<file path="src/rtl/t_ff_pkg.sv">
// Shared definitions for the T flip-flop bank.
//   mode_e : operating mode selected by the bank's 2-bit mode input.
package t_ff_pkg;

  typedef enum logic [1:0] {
    MODE_TOGGLE = 2'b00,
    MODE_UP     = 2'b01,
    MODE_DOWN   = 2'b10,
    MODE_LOAD   = 2'b11
  } mode_e;

  localparam int unsigned MODE_W = 2;

endpackage : t_ff_pkg

</file>
<file path="src/rtl/t_flipflop_cell.sv">
// Single positive-edge T flip-flop with asynchronous active-low reset.
//   clk : clock
//   rst : asynchronous reset, active-low (clears q)
//   t   : toggle request, q inverts on the rising edge when high
//   q   : flip-flop output
module t_flipflop_cell (
  input  logic clk,
  input  logic rst,
  input  logic t,
  output logic q
);

  logic state_q;
  logic state_d;

  // Toggle equation
  always_comb begin
    state_d = state_q ^ t;
  end

  // State register
  always_ff @(posedge clk or negedge rst) begin
    if (!rst) begin
      state_q <= 1'b0;
    end else begin
      state_q <= state_d;
    end
  end

  assign q = state_q;

endmodule : t_flipflop_cell

</file>
<file path="src/rtl/t_flipflop_bank.sv">
// Bank of WIDTH T flip-flops with toggle / modulo up / down / load modes
// and a registered terminal-count pulse for cascading.
//   clk      : clock
//   rst      : asynchronous reset, active-low (q=0, tc=0)
//   en       : advance enable, 0 holds q
//   mode     : 00 toggle, 01 up, 10 down, 11 load
//   t        : per-bit toggle request (toggle mode)
//   load_val : parallel load value, saturated to MODULUS-1 (load mode)
//   q        : flip-flop outputs
//   tc       : terminal-count pulse, high in the cycle q shows the wrapped value
module t_flipflop_bank
  import t_ff_pkg::*;
#(
  parameter int unsigned       WIDTH   = 8,
  parameter longint unsigned   MODULUS = 64'(1) << WIDTH
) (
  input  logic              clk,
  input  logic              rst,
  input  logic              en,
  input  logic [MODE_W-1:0] mode,
  input  logic [WIDTH-1:0]  t,
  input  logic [WIDTH-1:0]  load_val,
  output logic [WIDTH-1:0]  q,
  output logic              tc
);

  // Largest in-range count value; with MODULUS=2**WIDTH this is all ones
  // so the up-count wrap is the natural overflow.
  localparam logic [WIDTH-1:0] MAX_VAL = WIDTH'(MODULUS - 64'd1);

  logic [WIDTH-1:0] q_cells;
  logic [WIDTH-1:0] nxt;
  logic [WIDTH-1:0] tog;
  logic             tc_d;
  logic             tc_q;

  // Next-value selection and terminal-count detection
  always_comb begin
    nxt  = q_cells;
    tc_d = 1'b0;
    if (en) begin
      case (mode_e'(mode))
        MODE_TOGGLE: begin
          nxt = q_cells ^ t;
        end
        MODE_UP: begin
          // Out-of-range values are treated as terminal and wrap to zero
          if (q_cells >= MAX_VAL) begin
            nxt  = '0;
            tc_d = 1'b1;
          end else begin
            nxt = q_cells + WIDTH'(1);
          end
        end
        MODE_DOWN: begin
          if (q_cells == '0) begin
            nxt  = MAX_VAL;
            tc_d = 1'b1;
          end else if (q_cells > MAX_VAL) begin
            // Recover from an out-of-range value without a wrap pulse
            nxt = MAX_VAL;
          end else begin
            nxt = q_cells - WIDTH'(1);
          end
        end
        MODE_LOAD: begin
          nxt = (load_val > MAX_VAL) ? MAX_VAL : load_val;
        end
        default: begin
          nxt = q_cells;
        end
      endcase
    end
  end

  // Cells only ever toggle: convert the next value into toggle requests
  always_comb begin
    tog = '0;
    if (en) begin
      tog = q_cells ^ nxt;
    end
  end

  // Flip-flop cells
  for (genvar i = 0; i < int'(WIDTH); i++) begin : g_cell
    t_flipflop_cell u_cell (
      .clk (clk),
      .rst (rst),
      .t   (tog[i]),
      .q   (q_cells[i])
    );
  end

  // Terminal-count register
  always_ff @(posedge clk or negedge rst) begin
    if (!rst) begin
      tc_q <= 1'b0;
    end else begin
      tc_q <= tc_d;
    end
  end

  assign q  = q_cells;
  assign tc = tc_q;

endmodule : t_flipflop_bank

</file>
<file path="config.mk">
export PLATFORM = sky130hd
export DESIGN_NAME = t_flipflop_bank
export DESIGN_NICKNAME = d
export VERILOG_FILES = /design/src/rtl/t_ff_pkg.sv /design/src/rtl/t_flipflop_cell.sv /design/src/rtl/t_flipflop_bank.sv
export SDC_FILE = /design/constraint.sdc
export NUM_CORES = 1
export LEC_CHECK = 0
export BUFFER_PORTS_ARGS = -buffer_cell sky130_fd_sc_hd__buf_2
export CELL_PAD_IN_SITES_DETAIL_PLACEMENT = 0
export CELL_PAD_IN_SITES_GLOBAL_PLACEMENT = 1
export CORE_AREA = 5 5 58 60
export CTS_BUF_LIST = sky130_fd_sc_hd__clkbuf_4 sky130_fd_sc_hd__clkbuf_8
export DETAILED_ROUTE_END_ITERATION = 6
export DIE_AREA = 0 0 63 65
export GPL_ROUTABILITY_DRIVEN = 1
export PLACE_DENSITY = 0.9
export SKIP_LAST_GASP = 1
export SYNTH_ARGS = -nofsm -noshare
export SYNTH_HDL_FRONTEND = slang
export SYNTH_SLANG_ARGS = --single-unit
</file>
<file path="constraint.sdc">
create_clock -name clk -period 2 [get_ports clk]
set_input_delay 0.1 -clock clk [delete_from_list [all_inputs] [get_ports clk]]
set_output_delay 0.1 -clock clk [all_outputs]
set_load 0.005 [all_outputs]
</file>
* Word level (Yosys, flattened, before mapping)
Index checks and enable logic that the tools add are counted.
** Operators by class
- Bitwise gates (word level) :: 10
- Magnitude comparators :: 3
- Add/sub/neg operators :: 2
- Equality and inequality tests :: 3
- Reduce and logical (&&, ||, !) cells :: 2
- Mux-type cells :: 11
** Operator list (number)
- 2-to-1 mux 8 bit :: 6
- one-hot mux 8 bit (4 select lines) :: 1
- greater-than comparator 8 bit (second input constant) :: 2
- XOR 8 bit :: 2
- adder 8 x 1 -> 8 bit (second input constant) :: 1
- >= comparator 8 bit (second input constant) :: 1
- logical NOT 8 bit :: 1
- subtractor 8 x 1 -> 8 bit (second input constant) :: 1
- XOR 1 bit :: 8
- equality test 2 bit (second input constant) :: 2
- 2-to-1 mux 1 bit :: 3
- equality test 2 x 1 -> 1 bit (second input constant) :: 1
- logical NOT 2 bit :: 1
- one-hot mux 1 bit (2 select lines) :: 1
** Word-level totals
- Input port bits :: 21
- Register bits after elaboration :: 9
- Output and inout port bits :: 9
- Word-level logic and storage cells :: 40

* Logic depth before layout (Yosys ltp)
Gate-level depths: netlist of the first run.
- Depth in word-level cells :: 8
- Mapped depth :: 7
- Depth with buffers taken out :: 6

* Cells and area by module
From an unflattened synthesis of the first run, not the netlist that was laid out.
** Second synthesis, totals
- Cell total of the unflattened synthesis :: 136
- Area total of the unflattened synthesis :: 1099.8 um^2
** Modules (own cells, without submodules)
- t_flipflop_bank :: area each 829.5 um^2, seq. area each 25.0 um^2, times used 1, cells each 120
- t_flipflop_cell :: area each 33.8 um^2, seq. area each 25.0 um^2, times used 8, cells each 2

* Least setup slack after synthesis of the first run
Ideal clock, no wire load.
- Path kind :: reg-to-reg
- Start point :: register (tool-made name)
- End point :: register (tool-made name)
- Data required time :: 1.874 ns
- Clock period less this slack :: 1.625 ns
- Arrival time :: 1.499 ns
- Cell stages (with the launch flop) :: 7
- Library setup time :: 0.126 ns
- Path buffers :: 0
- Slack :: 0.375 ns
- Path through :: dfrtp_1 > inv_1 > ha_1 > xor2_1 > a222oi_1 > a21oi_1 > a221o_1

==> run summary, run 1 <==
Status -> completed
Reg clk slew, reported paths -> 70 ps
Post-synthesis cell type count -> 37
Final core occ -> 0.4052
Gpl congestion -> 0.8838
Final Slew Violations -> 0
Final Cycle Share -> 0.9064
Die X -> 63 um
Sequential fraction of the synthesis area -> 0.2140
CP delay by family, top -> compound AO/OA/AOI/OAI gates
Drt total wl -> 2663 um
First-pass GRT wire length -> 4560 um
Hold Vio Cnt, Final -> 0
Die area -> 4095 um2
Ys async rst share -> 1.000
Vias -> 1,021
CTS root buf -> clkbuf_4
Crit path cell chain -> inv_1 > ha_1 > xor2_1 > a222oi_1 > a21oi_1 > a221o_1
Total core area -> 2878 um2
Vias in the first global route -> 1,009
CP peak stage delay -> 470 ps
CTS Buf Count -> 3
Complex-gate fraction of the synthesized area -> 0.2889
Mapped Avg Cell Area -> 8.033 um2
Synth area leaders -> dfrtp_1, ha_1, o21ai_0
CTS tree -> done
Multiplexer share of the synthesized area -> 0.009512
Vert. Die Dim -> 65 um
Min-Delay Path Depth -> 3
EDFF count, synth -> 0
Filler cells -> 303
Final setup margin -> 187.2 ps
Latest clock arrival within the worst-skew pair -> 270 ps
Post-synth top area cell -> dfrtp_1
Initial Util -> 0.3657
Seq cells post-synth -> 9
Largest family of logic cells by synthesized area -> compound AO/OA/AOI/OAI gates
P&R area growth vs syn -> 10.82%
Worst Path Class, Setup -> flop to flop
Worst hold path type -> input pin to flop
DRT iter0 DRCs -> 41
Critical Path RT -> 2160 ps
LEAKAGE -> 0.5194 nW
Diodes inserted -> 0
Post-Route Setup TNS -> 0 ps
Max Fclk -> 551.6 MHz
YS warnings -> 0
Post-synthesis adder-cell area fraction -> 0.08323
CTS Sinks -> 9
Setup WS pre-CTS -> 223.4 ps
Final Skew -> 5.180 ps
DRC -> 0
GRT Total Usage -> 0.1373
Total global routing overflow -> 0
Slew @ Worst Pin -> 454.8 ps
Normalized max-slew margin -> 0.6968
Mapped Nets -> 159
Hpwl dp -> 2016 um
Port-buffer cells -> 29
Row count -> 20
Xor and xnor area share after synthesis -> 0.04994
Worst path slowest cell -> dfrtp_1
Antenna-violating nets left -> 0
Arr. time, crit path -> 1970 ps
Reg area -> 225.2 um2
Avg WL per Cell -> 14.71 um
Layout Nets -> 177
Post-synthesis simple-gate area fraction -> 0.2117
Pin count of the biggest net entering global routing -> 16
Multi-input logic area -> 676.9 um2
Mapped Cells -> 131
CP endpoint kind -> flop
Post-synth top flop -> dfrtp_1
Leading cell type in the layout, fill and taps excluded -> buf_2
Initial antenna violation count -> 0
Pwr dens -> 713.6 nW/um2
Post-CTS sizing -> 0
Critical path depth -> 6
Critical-path maximum fanout -> 8
Maxcap violations -> 0
Via density -> 5.641
Maximum level of the CTS H-tree -> 1
I/O pins -> 30
Pre-Repair DR Iteration Count -> 4
Most frequent cells in the layout -> buf_2, o21ai_0, nand3_1, inv_1
R2R cell count -> 6
Worst vdd ir -> 0.0003752 V
Unrepaired setup endpoints after global routing -> false
Top cell type's share of synthesized area -> 0.2140
Layout cells sized above 1 -> 0.2500
Clock Path Buffers -> 2
Setup Viol. Count Final -> 0
Post-Syn Area -> 1052 um2
Startpoint Class -> flop
Tmin final -> 1813 ps
Worst path bufs/invs -> 1
==> cells by family (layout without fill, tap and decap cells) <==
logic type / count (synthesis) / after routing
AND/OR/NAND/NOR: 37 / 37
adder cells (fa/ha/maj): 7 / 7
buffers and inverters: 27 / 44
multiplexers: 1 / 1
AO/OA/AOI/OAI: 44 / 44
flip-flops: 9 / 9
XOR/XNOR: 6 / 6
==> synthesized netlist by cell type, types with 2 or more instances <==
library cell	instances
a21oi_1	5
a222oi_1	3
a22o_1	3
a22oi_1	2
a31oi_1	5
buf_2	3
buf_4	8
buf_6	2
clkbuf_1	4
dfrtp_1	9
ha_1	7
inv_1	10
nand2_1	9
nand3_1	11
nand3_2	2
nand4_1	2
nor3_1	5
nor3b_1	2
o211ai_1	3
o21a_1	3
o21ai_0	12
o2bb2ai_1	2
xnor2_1	3
xor2_1	3
==> worst register-to-register path, cell delays in order, from the launching register on <==
cell      delay, ps
dfrtp_1         470
inv_1           130
ha_1            260
xor2_1          160
a222oi_1        300
a21oi_1         120
a221o_1         260
==> worst paths after layout <==
path	start	to	slack, ps
max reg2reg	flop	flop	190
max in group asynchronous	rst	asynchronous set/reset pin	1590
min	load_val[0]	flop	90
min in group asynchronous	rst	asynchronous set/reset pin	210
min reg2reg	flop	flop	640
max	flop	flop	190
==> stage by stage <==
| step | instance area [um2] | power [mW] | hold WS [ps] | cells |
|---|---|---|---|---|
| global route | 1166 | 0.9044 | 100.7 | 181 |
| CTS | 1166 | 0.8365 | 86.88 | 181 |
| global placement | 1126 | 0.6547 | -27.93 | 176 |
| detailed placement | 1126 | 0.6646 | -27.26 | 176 |
| finish | 1166 | 0.8322 | 85.54 | 181 |
| floorplan | 1052 | 0.6217 | -195.6 | 131 |
==> repair_timing <==
action	4_1_cts	5_1_grt
hold buffers	1	0
hold endpoints to repair	9	0
setup buffers	0	0
==> routing by layer <==
| metal | part of all wire | routed length (um) | vias to the layer above | GRT usage |
|---|---|---|---|---|
| li1 | - | - | 517 | - |
| met1 | 0.45 | 1203 | 467 | 0.1711 |
| met2 | 0.47 | 1252 | 32 | 0.2333 |
| met3 | 0.065 | 173 | 5 | 0.02773 |
| met4 | 0.013 | 34 | 0 | 0.04775 |
| met5 | 0 | 0 | - | 0 |
==> cell type report <==
type / instances / area share
Multi-Input combinational cell: 95 / 0.5805
Clock buffer: 4 / 0.02575
Timing Repair Buffer: 30 / 0.1330
Inverter: 10 / 0.03219
Tap cell: 33 / 0.03541
Sequential cell: 9 / 0.1931
==> power breakdown <==
| group | internal [mW] | switching [mW] |
|---|---|---|
| Sequential | 0.215 | 0.0997 |
| Clock | 0.0909 | 0.0789 |
| Combinational | 0.170 | 0.177 |
Power figures use the tool's default switching activity.
==> run 2, diff against run 1 <==
--- a/config.mk
+++ b/config.mk
@@ -8,12 +8,12 @@
 export BUFFER_PORTS_ARGS = -buffer_cell sky130_fd_sc_hd__buf_2
 export CELL_PAD_IN_SITES_DETAIL_PLACEMENT = 0
 export CELL_PAD_IN_SITES_GLOBAL_PLACEMENT = 1
-export CORE_AREA = 5 5 58 60
+export CORE_AREA = 5 5 54 65
 export CTS_BUF_LIST = sky130_fd_sc_hd__clkbuf_4 sky130_fd_sc_hd__clkbuf_8
 export DETAILED_ROUTE_END_ITERATION = 6
-export DIE_AREA = 0 0 63 65
+export DIE_AREA = 0 0 59 70
 export GPL_ROUTABILITY_DRIVEN = 1
-export PLACE_DENSITY = 0.9
+export PLACE_DENSITY = 0.89
 export SKIP_LAST_GASP = 1
 export SYNTH_ARGS = -nofsm -noshare
 export SYNTH_HDL_FRONTEND = slang
==> run summary, run 2 (synthesized netlist as in run 1, its figures left out) <==
Status -> completed
Critical Path RT -> 2160 ps (about the same)
Setup Viol. Count Final -> 0 (unchanged)
Setup slack, reg-to-reg -> 200 ps (about the same)
Filler cells -> 308 (+1.7%)
CTS tree -> done
First-pass GRT wire length -> 4581 um (+0.46%)
CTS Sinks -> 9 (unchanged)
Worst hold path type -> input pin to flop
Die X -> 59 um (-6.3%)
Layout Nets -> 177 (unchanged)
Arr. time, crit path -> 1960 ps (about the same)
Hpwl dp -> 2131 um (+5.7%)
CTS Buf Count -> 3 (unchanged)
Startpoint Class -> flop
GRT Max-Usage Layer -> met2
Total global routing overflow -> 0 (unchanged)
R2R cell count -> 6 (unchanged)
Met2 GRT Util -> 0.2494 (+0.01605)
Leading cell type in the layout, fill and taps excluded -> buf_2
Tmin final -> 1805 ps (-7.873 ps)
Post-Route Setup TNS -> 0 ps (unchanged)
DRC -> 0 (unchanged)
Worst vdd ir -> 0.0002748 V (-27%)
Maxcap violations -> 0 (unchanged)
Met1 Resource Use GR -> 0.1641 (-0.007004)
Avg WL per Cell -> 15.40 um (+4.6%)
Final Slew Violations -> 0 (unchanged)
Gpl congestion -> 0.8710 (-1.4%)
Hold Vio Cnt, Final -> 0 (unchanged)
Initial Util -> 0.3778 (+0.01216)
Pin count of the biggest net entering global routing -> 16 (unchanged)
Die area -> 4130 um2 (+0.85%)
CTS root buf -> clkbuf_4
Via density -> 5.687 (+0.81%)
Final Skew -> 3.718 ps (-1.461 ps)
Setup repair bufs after CTS -> 0 (unchanged)
Net Switching -> 0.3587 mW (+0.81%)
GRT Total Usage -> 0.1412 (+0.003872)
P&R area growth vs syn -> 10.94%
I/O pins -> 30 (unchanged)
Row count -> 21 (+5.0%)
Clk pwr share -> 0.201 (-0.003)
Drt total wl -> 2802 um (+5.2%)
Final core occ -> 0.4191 (+0.01392)
Critical path depth -> 6 (unchanged)
Worst path slowest cell -> dfrtp_1
Critical-path maximum fanout -> 8 (unchanged)
Antenna-violating nets left -> 0 (unchanged)
Vias -> 1,035 (+1.4%)
Vert. Die Dim -> 70 um (+7.7%)
Worst path bufs/invs -> 1 (unchanged)
Pre-Repair DR Iteration Count -> 4 (unchanged)
Maximum level of the CTS H-tree -> 1 (unchanged)
Switching Share -> 0.4296 (+0.002054)
LEAKAGE -> 0.5194 nW (unchanged)
Clock Path Buffers -> 2 (unchanged)
Sequential power share -> 0.377 (about the same)
Port-buffer cells -> 29 (unchanged)
Worst Path Class, Setup -> flop to flop
DRT iter0 DRCs -> 58 (+41%)
Latest clock arrival within the worst-skew pair -> 270 ps (about the same)
Initial antenna violation count -> 0 (unchanged)
CP endpoint kind -> flop
Comb power frac -> 0.422 (+0.005)
Met3 Resource Use GR -> 0.02026 (-0.007472)
Pwr dens -> 715.2 nW/um2 (+0.22%)
Unrepaired setup endpoints after global routing -> false
Max Fclk -> 554.0 MHz (+0.44%)
Vias in the first global route -> 997 (-1.2%)
Diodes inserted -> 0 (unchanged)
Layout cells sized above 1 -> 0.2500 (unchanged)
Final Cycle Share -> 0.9025 (-0.003937)
CP peak stage delay -> 460 ps (about the same)
Crit path cell chain -> inv_1 > ha_1 > xor2_1 > a222oi_1 > a21oi_1 > a221o_1
Slew @ Worst Pin -> 443.6 ps (-11.22 ps)
Int Pwr -> 0.4762 mW (about the same)
Reg clk slew, reported paths -> 70 ps (about the same)
Total core area -> 2785 um2 (-3.2%)
Normalized max-slew margin -> 0.7043 (+0.007481)
Most frequent cells in the layout -> buf_2, o21ai_0, nand3_1, inv_1
CP delay by family, top -> compound AO/OA/AOI/OAI gates
-- run 2: metrics by stage --
step / setup WS (ps) / cells / cell area (um2) / hold slack, ps / power [mW]
5_1_grt: 64.35 / 182 / 1167 / 108.5 / 0.9010
3_5_place_dp: 237.3 / 177 / 1127 / -26.67 / 0.6701
4_1_cts: 214.2 / 182 / 1167 / 94.30 / 0.8362
6_report: 195.1 / 182 / 1167 / 92.37 / 0.8349
2_1_floorplan: 375.0 / 131 / 1052 / -195.6 / 0.6217
3_3_place_gp: 304.3 / 177 / 1127 / -30.46 / 0.6588
-- run 2: power by group through the flow --
stage,logic (mW),clock network (mW),registers [mW]
floorplan,0.366,0,0.256
global placement,0.342,0,0.316
detailed placement,0.352,0,0.318
CTS,0.353,0.168,0.315
global route,0.393,0.181,0.328
finish,0.353,0.168,0.315
-- run 2: how the worst min path moves through the flow --
| stage | startpoint | to | slack, ps | cells after the start |
|---|---|---|---|---|
| 2_1_floorplan | rst | asynchronous set/reset pin | -200 | 0 |
| 3_3_place_gp | rst | tc | -30 | 1 |
| 3_5_place_dp | rst | tc | -30 | 1 |
| 4_1_cts | load_val[6] | flop | 90 | 3 |
| 5_1_grt | load_val[6] | flop | 110 | 3 |
| 6_report | load_val[6] | flop | 90 | 3 |
-- run 2: layer usage --
metal  up-vias  part of all wire
li1        514                 -
met1       479              0.40
met2        36              0.53
met3         6             0.055
met4         0             0.020
met5         -                 0
-- run 2: cell type report --
type	instances	area, um2	share of cell area
Multi-Input combinational cell	95	676.9	0.5798
Sequential cell	9	225.2	0.1929
Timing Repair Buffer	30	155.1	0.1329
Tap cell	34	42.54	0.03644
Inverter	10	37.54	0.03215
Clock buffer	4	30.03	0.02572
-- run 2: worst min-delay path, stage by stage --
cell and delay, ps:
buf_2 100, nand2_1 50, a41oi_1 80
-- run 2: timing repair --
action                                 in CTS  in global routing
endpoints found under the hold margin       9                  0
hold buffers                                1                  0
resized for setup                           0                  0
==> run 3, diff against run 2 <==
==> config.mk (replaced) <==
export PLATFORM = sky130hd
export DESIGN_NAME = t_flipflop_bank
export DESIGN_NICKNAME = d
export VERILOG_FILES = /design/src/rtl/t_ff_pkg.sv /design/src/rtl/t_flipflop_cell.sv /design/src/rtl/t_flipflop_bank.sv
export SDC_FILE = /design/constraint.sdc
export NUM_CORES = 1
export LEC_CHECK = 0
export BUFFER_PORTS_ARGS = -buffer_cell sky130_fd_sc_hd__clkbuf_2
export CELL_PAD_IN_SITES_DETAIL_PLACEMENT = 0
export CELL_PAD_IN_SITES_GLOBAL_PLACEMENT = 1
export CORE_AREA = 2 2 52 64
export CTS_BUF_LIST = sky130_fd_sc_hd__clkbuf_4 sky130_fd_sc_hd__clkbuf_8
export DETAILED_ROUTE_END_ITERATION = 6
export DIE_AREA = 0 0 54 66
export GPL_ROUTABILITY_DRIVEN = 1
export PLACE_DENSITY = 0.87
export SKIP_LAST_GASP = 1
export SYNTH_ARGS = -nofsm -noshare
export SYNTH_HDL_FRONTEND = slang
export SYNTH_HIERARCHICAL = 1
export SYNTH_SLANG_ARGS = --single-unit
==> run summary, run 3 <==
Pin count of the biggest net entering global routing -> 13 (-3)
Via density -> 5.618 (-1.2%)
Worst Path Class, Setup -> flop to flop
Final Skew -> 2.249 ps (-1.470 ps)
Setup Viol. Count Final -> 0 (unchanged)
I/O pins -> 30 (unchanged)
Diodes inserted -> 0 (unchanged)
Seq cells post-synth -> 9 (unchanged)
Vias -> 1,236 (+19%)
Gpl congestion -> 0.9635 (+11%)
Pre-Repair DR Iteration Count -> 4 (unchanged)
DRC -> 0 (unchanged)
LEAKAGE -> 0.6913 nW (+33%)
Max Fclk -> 513.4 MHz (-7.3%)
Hpwl dp -> 2514 um (+18%)
Vias in the first global route -> 1,235 (+24%)
Total core area -> 2973 um2 (+6.7%)
Status -> completed
Hold Vio Cnt, Final -> 0 (unchanged)
Ys async rst share -> 1.000 (unchanged)
Mapped Avg Cell Area -> 8.087 um2 (+0.68%)
Int Pwr -> 0.9873 mW (+110%)
Critical Path RT -> 2180 ps (+20 ps)
GRT Total Usage -> 0.2136 (+0.07239)
Antenna-violating nets left -> 0 (unchanged)
Maximum level of the CTS H-tree -> 1 (unchanged)
Maxcap violations -> 0 (unchanged)
Clock Path Buffers -> 2 (unchanged)
Fin cells -> 220 (+21%)
Sequential fraction of the synthesis area -> 0.2048 (-0.009253)
Sequential power share -> 0.244 (-0.133)
Most frequent cells after synthesis -> nand2_1, nand3_1, dfrtp_1, xor2_1, a21oi_1
Die area -> 3564 um2 (-14%)
Post-synth top area cell -> dfrtp_1
Pwr dens -> 1248 nW/um2 (+75%)
Max FFs per register -> 8
Switching Share -> 0.4606 (+0.03102)
Tmin final -> 1948 ps (+142.7 ps)
Vert. Die Dim -> 66 um (-5.7%)
Post-Syn Area -> 1100 um2 (+4.5%)
Worst hold path type -> input pin to flop
YS warnings -> 6 (+6)
Row count -> 22 (+4.8%)
CTS root buf -> clkbuf_4
Most frequent cells in the layout -> clkbuf_2, buf_4, nand2_1, nand3_1, xor2_1
Drt total wl -> 3405 um (+22%)
Initial antenna violation count -> 0 (unchanged)
Tot Pwr -> 1.831 mW (+120%)
Final Slew Violations -> 0 (unchanged)
Worst vdd ir -> 0.0006915 V (+150%)
Normalized max-slew margin -> 0.6495 (-0.05481)
Avg WL per Cell -> 15.48 um (+0.53%)
CTS Sinks -> 9 (unchanged)
Slew @ Worst Pin -> 525.8 ps (+82.21 ps)
Comb power frac -> 0.666 (+0.244)
Total global routing overflow -> 0 (unchanged)
Top-count cell post-synth -> nand2_1
Layout Nets -> 213 (+20%)
Clk pwr share -> 0.090 (-0.111)
Unrepaired setup endpoints after global routing -> true
Initial Util -> 0.3699 (-0.007858)
Top cell type's share of synthesized area -> 0.2048 (-0.009253)
Startpoint Class -> flop
Post-synthesis cell type count -> 48 (+30%)
Die X -> 54 um (-8.5%)
Mapped Nets -> 164 (+3.1%)
EDFF count, synth -> 0 (unchanged)
Synth area leaders -> dfrtp_1, ha_1, xor2_1
Final Cycle Share -> 0.9738 (+0.07134)
Port-buffer cells -> 29 (unchanged)
Latest clock arrival within the worst-skew pair -> 290 ps (+20 ps)
P&R area growth vs syn -> 33.33%
Arr. time, crit path -> 2130 ps (+170 ps)
Placed instance count -> 210 (+19%)
CTS Buf Count -> 3 (unchanged)
CP endpoint kind -> flop
Mapped Cells -> 136 (+3.8%)
DRT iter0 DRCs -> 53 (-8.6%)
Post-Route Setup TNS -> 0 ps (unchanged)
Post-synth top flop -> dfrtp_1
Layout cells sized above 1 -> 0.4022 (+0.1522)
Reg clk slew, reported paths -> 80 ps (about the same)
Net Switching -> 0.8433 mW (+140%)
Critical-path maximum fanout -> 5 (-3)
Leading cell type in the layout, fill and taps excluded -> clkbuf_2
CTS tree -> done
First-pass GRT wire length -> 5520 um (+20%)
-- run 3: cell types whose count changed in the layout (fill, tap and decap cells not counted), sizes merged, moves of 3 or more --
| cell | change |
|---|---|
| a21oi | +3 |
| a222oi | -3 |
| a22o | -3 |
| buf | -5 |
| clkbuf | +28 |
| inv | -4 |
| nand2 | +5 |
| nor2 | +6 |
| nor2b | +3 |
| nor3 | -3 |
| o21ai | -7 |
| xor2 | +6 |
-- run 3: worst paths after layout --
kind	slack, ps	cells after the start	startpoint	endpoint
worst max-delay path	50	6	g_cell[1].u_cell/q	g_cell[3].u_cell/q
worst min-delay path	150	4	t[4]	g_cell[4].u_cell/q
worst max register to register	50	6	g_cell[1].u_cell/q	g_cell[3].u_cell/q
worst min register to register	660	2	g_cell[1].u_cell/q	g_cell[1].u_cell/q
max in group asynchronous	1570	2	rst	g_cell[5].u_cell/q
min in group asynchronous	200	2	rst	g_cell[3].u_cell/q
-- run 3: worst max-delay path, stage by stage, from the launching register on --
cell	delay, ps
dfrtp_2	460
o31a_2	330
o21ai_1	160
nand3_2	120
or4_1	470
o2111a_1	150
xor2_1	160
-- run 3: per-stage QoR --
stage               worst slack, ps  instance area [um2]  hold slack [ps]  utilization
floorplan                     17.92                 1114           -195.6            -
global placement             -33.57                 1381           -15.07       0.4646
detailed placement           -27.68                 1381           -14.48       0.4646
CTS                           17.40                 1435            157.3       0.4827
global route                 -12.98                 1466            151.5       0.4933
finish                        52.39                 1466            145.4       0.4933
-- run 3: power by group through the flow --
stage | combinational [mW] | clock (mW) | sequential, mW
final | 1.22 | 0.165 | 0.447
after global routing | 1.34 | 0.173 | 0.465
after CTS | 1.15 | 0.165 | 0.442
after detailed placement | 1.10 | 0 | 0.451
after global placement | 1.07 | 0 | 0.442
after floorplan | 0.775 | 0 | 0.396
-- run 3: what timing repair did --
item | CTS | global route
endpoints found under the hold margin | 9 | 0
gates resized for setup | 2 | 6
setup buffers | 2 | 3
pin swaps | 0 | 1
endpoints found under the setup margin | 1 | 7
hold buffers | 1 | 0
-- run 3: logic make-up after synthesis --
logic type,Yosys count,synth area share
AND/OR/NAND/NOR,55,0.3015
adder cells (fa/ha/maj),7,0.07963
AO/OA/AOI/OAI,37,0.2378
flip-flops,9,0.2048
buffers and inverters,16,0.07963
multiplexers,1,0.009102
XOR/XNOR,11,0.08761
-- run 3: area by class of cell --
| class | count | area (um2) |
|---|---|---|
| fill | 299 | 1506 |
| sequential | 9 | 230.2 |
| tap | 36 | 45.04 |
| inverter | 6 | 22.52 |
| timing repair buffer | 54 | 335.3 |
| clock inverter | 1 | 5.005 |
| multi-input combinational | 111 | 805.8 |
| clock buffer | 3 | 22.52 |
-- run 3: metal layers --
metal / up-vias / part of all wire / track usage
met1: 595 / 0.40 / 0.2514
met5: - / 0 / 0
met4: 0 / 0.036 / 0.1063
met3: 11 / 0.053 / 0.04072
met2: 41 / 0.51 / 0.3582
li1: 589 / - / -
